$ cat config.mk
export PLATFORM = sky130hd
export DESIGN_NAME = rpn_eval
export DESIGN_NICKNAME = d
export VERILOG_FILES = /design/src/rtl/rpn_eval.sv
export SDC_FILE = /design/constraint.sdc
export NUM_CORES = 2
export LEC_CHECK = 0
export ABC_CLOCK_PERIOD_IN_PS = 4770
export CAP_MARGIN = 20
export CORE_MARGIN = 1.5
export CORE_UTILIZATION = 65
export CTS_CLUSTER_DIAMETER = 200
export DETAILED_ROUTE_END_ITERATION = 16
export GPL_ROUTABILITY_DRIVEN = 0
export PLACE_DENSITY = 0.95
export SETUP_SLACK_MARGIN = 0.15
export SLEW_MARGIN = 20
export SYNTH_ARGS = -nofsm -noshare
export SYNTH_HDL_FRONTEND = slang
export SYNTH_SLANG_ARGS = --single-unit
$ cat constraint.sdc
create_clock -name clk -period 4.77 [get_ports clk]
set_input_delay 0.954 -clock clk [delete_from_list [all_inputs] [get_ports clk]]
set_output_delay 0.954 -clock clk [all_outputs]
set_load 0.01 [all_outputs]
$ cat src/rtl/rpn_eval.sv
// Postfix expression sequencer: accepts operand/operator tokens and drives the operand stack.
// Optional feature macro RPN_DIV_EN enables signed division for operator code 3.
module rpn_eval #(
  parameter int DATA_W    = 32,
  parameter int DEPTH_MAX = 63
) (
  input  logic              clk,
  input  logic              rst,
  input  logic              tok_valid,
  output logic              tok_ready,
  input  logic              tok_is_op,
  input  logic              tok_last,
  input  logic [DATA_W-1:0] tok_data,
  output logic              res_valid,
  input  logic              res_ready,
  output logic [DATA_W-1:0] res_data,
  output logic [2:0]        res_err,
  output logic              stk_flush,
  output logic              stk_push,
  output logic              stk_pop,
  output logic              stk_pop2,
  output logic [DATA_W-1:0] stk_wdata,
  input  logic              stk_empty,
  input  logic [DATA_W-1:0] stk_top,
  input  logic [DATA_W-1:0] stk_next,
  output logic [2:0]        dbg_state
);

  localparam int DW = $clog2(DEPTH_MAX + 1);

  // Handshake: a token transfers on a rising edge where tok_valid && tok_ready;
  // a result transfers on a rising edge where res_valid && res_ready. Both
  // ready/valid outputs are registered, so nothing on them depends on the peer.
  typedef enum logic [2:0] {S_FLUSH, S_IN, S_EXEC, S_SETTLE, S_DONE} state_t;

  state_t          state;
  logic [DW-1:0]   depth;
  logic [2:0]      err;
  logic            last_q;
  logic [2:0]      op;
  logic [DATA_W-1:0] alu_y;
  logic            op_legal;
  logic            div_zero;
  logic            unused_stk_empty;

  assign unused_stk_empty = stk_empty;
  assign stk_pop   = 1'b0;
  assign dbg_state = state;
  assign op        = tok_data[2:0];

  // Stack contents are settled while waiting for a token, so the operator
  // result is formed at accept time and presented as registered EXEC outputs.
  always_comb begin
    alu_y    = '0;
    op_legal = 1'b1;
    div_zero = 1'b0;
    case (op)
      3'd0: alu_y = stk_next + stk_top;
      3'd1: alu_y = stk_next - stk_top;
      3'd2: alu_y = stk_next * stk_top;
`ifdef RPN_DIV_EN
      3'd3: begin
        div_zero = (stk_top == '0);
        if (div_zero)
          alu_y = '0;
        else if (stk_top == '1)
          alu_y = '0 - stk_next;
        else
          alu_y = $signed(stk_next) / $signed(stk_top);
      end
`endif
      default: op_legal = 1'b0;
    endcase
  end

  always_ff @(posedge clk or posedge rst) begin
    if (rst) begin
      state     <= S_FLUSH;
      depth     <= '0;
      err       <= 3'd0;
      last_q    <= 1'b0;
      tok_ready <= 1'b0;
      stk_flush <= 1'b1;
      stk_push  <= 1'b0;
      stk_pop2  <= 1'b0;
      stk_wdata <= '0;
      res_valid <= 1'b0;
      res_data  <= '0;
      res_err   <= 3'd0;
    end else begin
      stk_flush <= 1'b0;
      stk_push  <= 1'b0;
      stk_pop2  <= 1'b0;
      case (state)
        S_FLUSH: begin
          depth     <= '0;
          err       <= 3'd0;
          res_data  <= '0;
          res_err   <= 3'd0;
          stk_wdata <= '0;
          tok_ready <= 1'b1;
          state     <= S_IN;
        end
        S_IN: begin
          if (tok_valid) begin
            tok_ready <= 1'b0;
            last_q    <= tok_last;
            state     <= S_EXEC;
            if (err == 3'd0) begin
              if (!tok_is_op) begin
                if (depth == DW'(DEPTH_MAX)) begin
                  err <= 3'd2;
                end else begin
                  stk_push  <= 1'b1;
                  stk_wdata <= tok_data;
                  depth     <= depth + DW'(1);
                end
              end else if (!op_legal) begin
                err <= 3'd4;
              end else if (depth < DW'(2)) begin
                err <= 3'd1;
              end else if (div_zero) begin
                err <= 3'd5;
              end else begin
                stk_push  <= 1'b1;
                stk_pop2  <= 1'b1;
                stk_wdata <= alu_y;
                depth     <= depth - DW'(1);
              end
            end
          end
        end
        S_EXEC: state <= S_SETTLE;
        S_SETTLE: begin
          if (last_q) begin
            res_valid <= 1'b1;
            state     <= S_DONE;
            if (err != 3'd0) begin
              res_err <= err;
            end else if (depth == DW'(1)) begin
              res_data <= stk_top;
            end else begin
              err     <= 3'd3;
              res_err <= 3'd3;
            end
          end else begin
            tok_ready <= 1'b1;
            state     <= S_IN;
          end
        end
        S_DONE: begin
          if (res_ready) begin
            res_valid <= 1'b0;
            res_data  <= '0;
            res_err   <= 3'd0;
            stk_flush <= 1'b1;
            state     <= S_FLUSH;
          end
        end
        default: state <= S_FLUSH;
      endcase
    end
  end

endmodule

==> insert_results.sql, run 1 <==
INSERT INTO impl_metrics (metric_group, metric, value, unit) VALUES
('clock_network', 'cts_max_path_buffers', '2', ''),
('floorplan', 'rows', '67', ''),
('logic_synthesis', 'synth.area.top_cells', 'fa_1 37%, dfrtp_1 9.5%, ha_1 9.0%, and2_1 8.8%, inv_1 6.8%', ''),
('logic_synthesis', 'synth-main-ff-cell', 'dfrtp_1', ''),
('logic_synthesis', 'synth_largest_type_area_fraction', '36.88', '%'),
('logic_synthesis', 'synth.ff_latch_count', '85', ''),
('logic_synthesis', 'synth_cells', '2564', ''),
('floorplan', 'ios', '179', ''),
('placed_design', 'detailedPlacementHpwl', '68.01', 'mm'),
('run_status', 'outcome', 'aborted with a tool error', ''),
('clock_network', 'clockRootBuffer', 'clkbuf_16', ''),
('logic_synthesis', 'synth.avg_cell_area', '8.658', 'µm²'),
('floorplan', 'initial_utilization', '66.04', '%'),
('logic_synthesis', 'post-synth-top-count-cell', 'fa_1', ''),
('global_routing', 'global_route.overflow_total', '1275', ''),
('clock_network', 'cts_sinks', '85', ''),
('logic_synthesis', 'synth_area', '22200', 'µm²'),
('logic_synthesis', 'synth_edf_count', '0', ''),
('placed_design', 'io_buffer_count', '176', ''),
('floorplan', 'die_w', '187.8', 'µm'),
('clock_network', 'tritoncts.num_buffers', '9', ''),
('floorplan', 'fp.dieH', '187.8', 'µm'),
('logic_synthesis', 'synth-warning-count', '0', ''),
('global_routing', 'grt_pass1_wl', '248.1', 'mm'),
('run_status', 'failing_step', '5_1_grt', ''),
('run_status', 'toolErrorMsg', '[ERROR GRT-0116] Global routing finished with congestion. Check the congestion regions in the DRC Viewer.', ''),
('logic_synthesis', 'yosys.cell_types.count', '74', ''),
('logic_synthesis', 'netlist.top_cell.by_area', 'fa_1', ''),
('global_routing', 'grt_max_degree', '65', ''),
('global_routing', 'globalRouteTotalUtil', '94.60', '%'),
('logic_synthesis', 'syn-num-nets', '3235', ''),
('logic_synthesis', 'synth_async_sr_flop_share', '100.0', '%'),
('logic_synthesis', 'synth_seq_area_share', '9.587', '%'),
('global_routing', 'via_count_of_the_first_global_routing_pass', '34650', ''),
('logic_synthesis', 'post_synth_most_frequent_cells', '409 x fa_1, 404 x inv_1, 363 x nand2_1, 314 x and2_1, 159 x ha_1', ''),
('clock_network', 'htree_levels', '3', '');
==> routing by layer <==
metal / GRT overflow / track usage (%)
met1: 31 / 89.78
met2: 841 / 108.7
met3: 41 / 84.32
met4: 353 / 100.1
met5: 9 / 62.23
==> metrics by stage <==
step                cell area [µm²]  hold WS (ps)  setup slack (ps)  std cells  TNS, ps
floorplan                     22660         503.8             -2366       2564   -44750
global placement              27320         453.1             -3282       3373   -67240
detailed placement            27320         464.7             -3669       3373   -74090
CTS                           30560         485.5             -2605       3535   -50440
==> repair_timing <==
action                                  CTS
setup buffers                           120
cloned                                   26
endpoints found under the setup margin   28
gates resized for setup                 527
pin swaps                               223
hold buffers                              0
==> cell families after synthesis <==
kind of cell	synth area share (%)
AO/OA/AOI/OAI	9.243
AND/OR/NAND/NOR	19.75
other	0.01689
multiplexers	0.4340
buffers and inverters	9.463
XOR/XNOR	5.659
flip-flops	9.587
adder cells (fa/ha/maj)	45.84
==> run 2, diff against run 1 <==
Settings changed: CORE_UTILIZATION 65 to 40, CTS_CLUSTER_DIAMETER 200 to unset, PLACE_DENSITY 0.95 to unset, PLACE_DENSITY_LB_ADDON set to 0.15, SETUP_SLACK_MARGIN 0.15 to unset.
==> insert_results.sql, run 2 <==
INSERT INTO impl_metrics (metric_group, metric, value, unit) VALUES
('global_routing', 'globalRouteTotalUtil', '31.36', '%'),
('clock_network', 'tritoncts', 'done', ''),
('floorplan', 'fp.dieH', '238.6', 'µm'),
('logic_synthesis', 'synth.avg_cell_area', '8.658', 'µm²'),
('logic_synthesis', 'synth.area.top_cells', 'fa_1 37%, dfrtp_1 9.5%, ha_1 9.0%, and2_1 8.8%, inv_1 6.8%', ''),
('logic_synthesis', 'synth_edf_count', '0', ''),
('logic_synthesis', 'synth_largest_type_area_fraction', '36.88', '%'),
('logic_synthesis', 'synth-main-ff-cell', 'dfrtp_1', ''),
('job', 'cap_viol_max_count', '0', ''),
('clock_network', 'post_cts_hold_buffers', '0', ''),
('timing', 'final-max-slew-violation-count', '0', ''),
('logic_synthesis', 'synth_cells', '2564', ''),
('finish', 'top_regs', 'res_data (32), stk_wdata (32), depth (6)', ''),
('finish', 'synthToLayoutAreaGrowth', '42.44', '%'),
('timing', 'setup_viol', '26', ''),
('timing', 'final.min_clock_period', '7497', 'ps'),
('floorplan', 'die_w', '238.6', 'µm'),
('critical_path', 'cp_slowest_cell', 'fa_1', ''),
('route', 'vias_per_cell', '5.327', ''),
('run_status', 'violations', 'negative setup slack', ''),
('clock_network', 'tritoncts.num_buffers', '9', ''),
('global_routing', 'grt_pass1_wl', '133.2', 'mm'),
('critical_path', 'worst-path-max-fanout', '6', ''),
('critical_path', 'ff2ff_setup_slack', '1570', 'ps'),
('logic_synthesis', 'synth.ff_latch_count', '85', ''),
('route', 'drc_errors', '0', ''),
('logic_synthesis', 'netlist.top_cell.by_area', 'fa_1', ''),
('finish', 'fillerInstances', '4789', ''),
('timing', 'post-route-period-util', '157.2', '%'),
('global_routing', 'grt_max_degree', '65', ''),
('clock_network', 'htree_levels', '3', ''),
('critical_path', 'startpoint_type', 'input pin', ''),
('finish', 'ff_latch_area', '2128', 'µm²'),
('route', 'drt-pass1-iter-count', '5', ''),
('finish', 'area_taken_by_multi_input_logic_gates', '19660', 'µm²'),
('logic_synthesis', 'synth_seq_area_share', '9.587', '%'),
('critical_path', 'path_class', 'in2reg', ''),
('floorplan', 'placeableCoreArea', '54990', 'µm²'),
('critical_path', 'crit_family', 'adder cells', ''),
('critical_path', 'crit_path_end_kind', 'flop', ''),
('logic_synthesis', 'yosys.cell_types.count', '74', ''),
('finish', 'postLayoutCoreUtil', '57.51', '%'),
('run_status', 'outcome', 'complete, but fails checks', ''),
('clock_network', 'cts_sinks', '85', ''),
('logic_synthesis', 'synth-warning-count', '0', ''),
('placed_design', 'detailedPlacementHpwl', '61.04', 'mm'),
('floorplan', 'rows', '86', ''),
('timing', 'clock_skew', '17.32', 'ps'),
('floorplan', 'ios', '179', ''),
('global_routing', 'via_count_of_the_first_global_routing_pass', '22010', ''),
('floorplan', 'die_area', '56920', 'µm²'),
('critical_path', 'max_stage_delay', '570', 'ps'),
('logic_synthesis', 'syn-num-nets', '3235', ''),
('route', 'drtAntennaViolNets', '0', ''),
('timing', 'hold_violations', '0', ''),
('timing', 'worst-slew-pin-transition', '925.7', 'ps'),
('clock_network', 'register_clock_pin_slew_on_the_reported_worst_setup_and_hold_paths', '80', 'ps'),
('timing', 'fin_ws', '-2727', 'ps'),
('finish', 'final_design_area_no_fill', '31620', 'µm²'),
('route', 'number_of_vias_after_detailed_routing', '20540', ''),
('clock_network', 'cts_max_path_buffers', '2', ''),
('timing', 'fmax', '133.4', 'MHz'),
('global_routing', 'number_of_antenna_violations_at_the_first_check_in_global_routing', '3', ''),
('placed_design', 'placement.cell_area', '28170', 'µm²'),
('clock_network', 'clk_latency', '370', 'ps'),
('placed_design', 'io_buffer_count', '176', ''),
('finish', 'finish.net_count', '3770', ''),
('clock_network', 'clockRootBuffer', 'clkbuf_16', ''),
('route', 'drt-initial-drc-count', '1253', ''),
('logic_synthesis', 'synth_area', '22200', 'µm²'),
('logic_synthesis', 'synth_async_sr_flop_share', '100.0', '%'),
('finish', 'most-common-layout-cells', '367 x inv_1, 366 x buf_4, 360 x fa_1', ''),
('global_routing', 'global_route.overflow_total', '0', ''),
('timing', 'max-slew-margin-rel', '38.29', '%'),
('logic_synthesis', 'post_synth_most_frequent_cells', '409 x fa_1, 404 x inv_1, 363 x nand2_1, 314 x and2_1, 159 x ha_1', ''),
('placed_design', 'place_ws', '-3376', 'ps'),
('logic_synthesis', 'post-synth-top-count-cell', 'fa_1', ''),
('critical_path', 'crit_arrival', '7750', 'ps'),
('finish', 'layout.cells.most_common', 'inv_1', ''),
('timing', 'rsz0062_at_grt', 'yes', ''),
('critical_path', 'critical-path-top-cell-by-count', 'fa_1', ''),
('critical_path', 'worstPathBufferInverterCount', '7', ''),
('floorplan', 'initial_utilization', '40.37', '%'),
('critical_path', 'data_required_critical_path', '5020', 'ps'),
('route', 'totalWireLength', '88.76', 'mm'),
('finish', 'drive_gt1_share', '27.06', '%'),
('hold_path', 'hold_class', 'reg2reg', ''),
('route', 'post_drt_wl_per_cell', '23.02', 'µm');
==> run 2: cell counts after synthesis <==
No cell type changed its count.
==> run 2: cells by family (layout without fill, tap and decap cells) <==
| family | count (synthesis) | in the layout | synth area share, % |
|---|---|---|---|
| flops | 85 | 85 | 9.587 |
| simple gates | 882 | 882 | 19.75 |
| fa+ha+maj | 568 | 568 | 45.84 |
| mux | 9 | 9 | 0.4340 |
| xor+xnor | 141 | 141 | 5.659 |
| buf+inv | 556 | 1096 | 9.463 |
| other cells | 1 | 4 | 0.01689 |
| compound gates | 322 | 322 | 9.243 |
==> run 2: path summary, 6_finish.rpt <==
kind / cells past startpoint / startpoint / to
max: 26 / stk_next[23] / stk_wdata[31]
min: 2 / res_data[28] / res_data[28]
max reg2reg: 9 / dbg_state[2] / stk_wdata[30]
min reg2reg: 2 / res_data[28] / res_data[28]
max in group asynchronous: 3 / rst / stk_wdata[20]
min in group asynchronous: 3 / rst / stk_wdata[24]
==> run 2: through the flow <==
stage / cells / hold WS [ps] / setup TNS (ps)
floorplan: 2564 / 503.8 / -44750
global placement: 3731 / 456.0 / -72060
detailed placement: 3731 / 458.4 / -73640
finish: 3855 / 467.4 / -50790
CTS: 3826 / 474.9 / -52060
global route: 3852 / 491.4 / -54780
==> run 2: metal layers <==
metal | track usage (%) | wire, µm | vias to the layer above
li1 | - | - | 9057
met1 | 40.89 | 35870 | 10540
met2 | 52.81 | 42500 | 746
met3 | 4.885 | 6440 | 188
met4 | 11.12 | 3936 | 2
met5 | 0 | 13 | -
==> run 2: cell type report <==
type                    instances  area share, %
clock inverters                 6         0.2374
diodes                          3        0.02374
clock buffers                  10         0.7557
inverters                     405          4.823
well taps                     748          2.960
flip-flops and latches         85          6.730
repair buffers                675          22.30
multi-input cells            1923          62.17
==> run 2: what timing repair did <==
action	4_1_cts	5_1_grt
gates resized for setup	346	224
pin swaps	140	149
cloned	27	6
endpoints found under the setup margin	27	27
setup buffers	61	26
==> run 2: worst reg2reg max path, delay by kind of cell (launching register included) <==
family          cells  cell delay, ps
buf+inv             2             700
simple gates        6            1650
flops               1             530
compound gates      1             270
Power of run 2 is left out: the tool's default activity adds up to more than one toggle a clock period on the data nets, which glitch-free logic cannot reach.
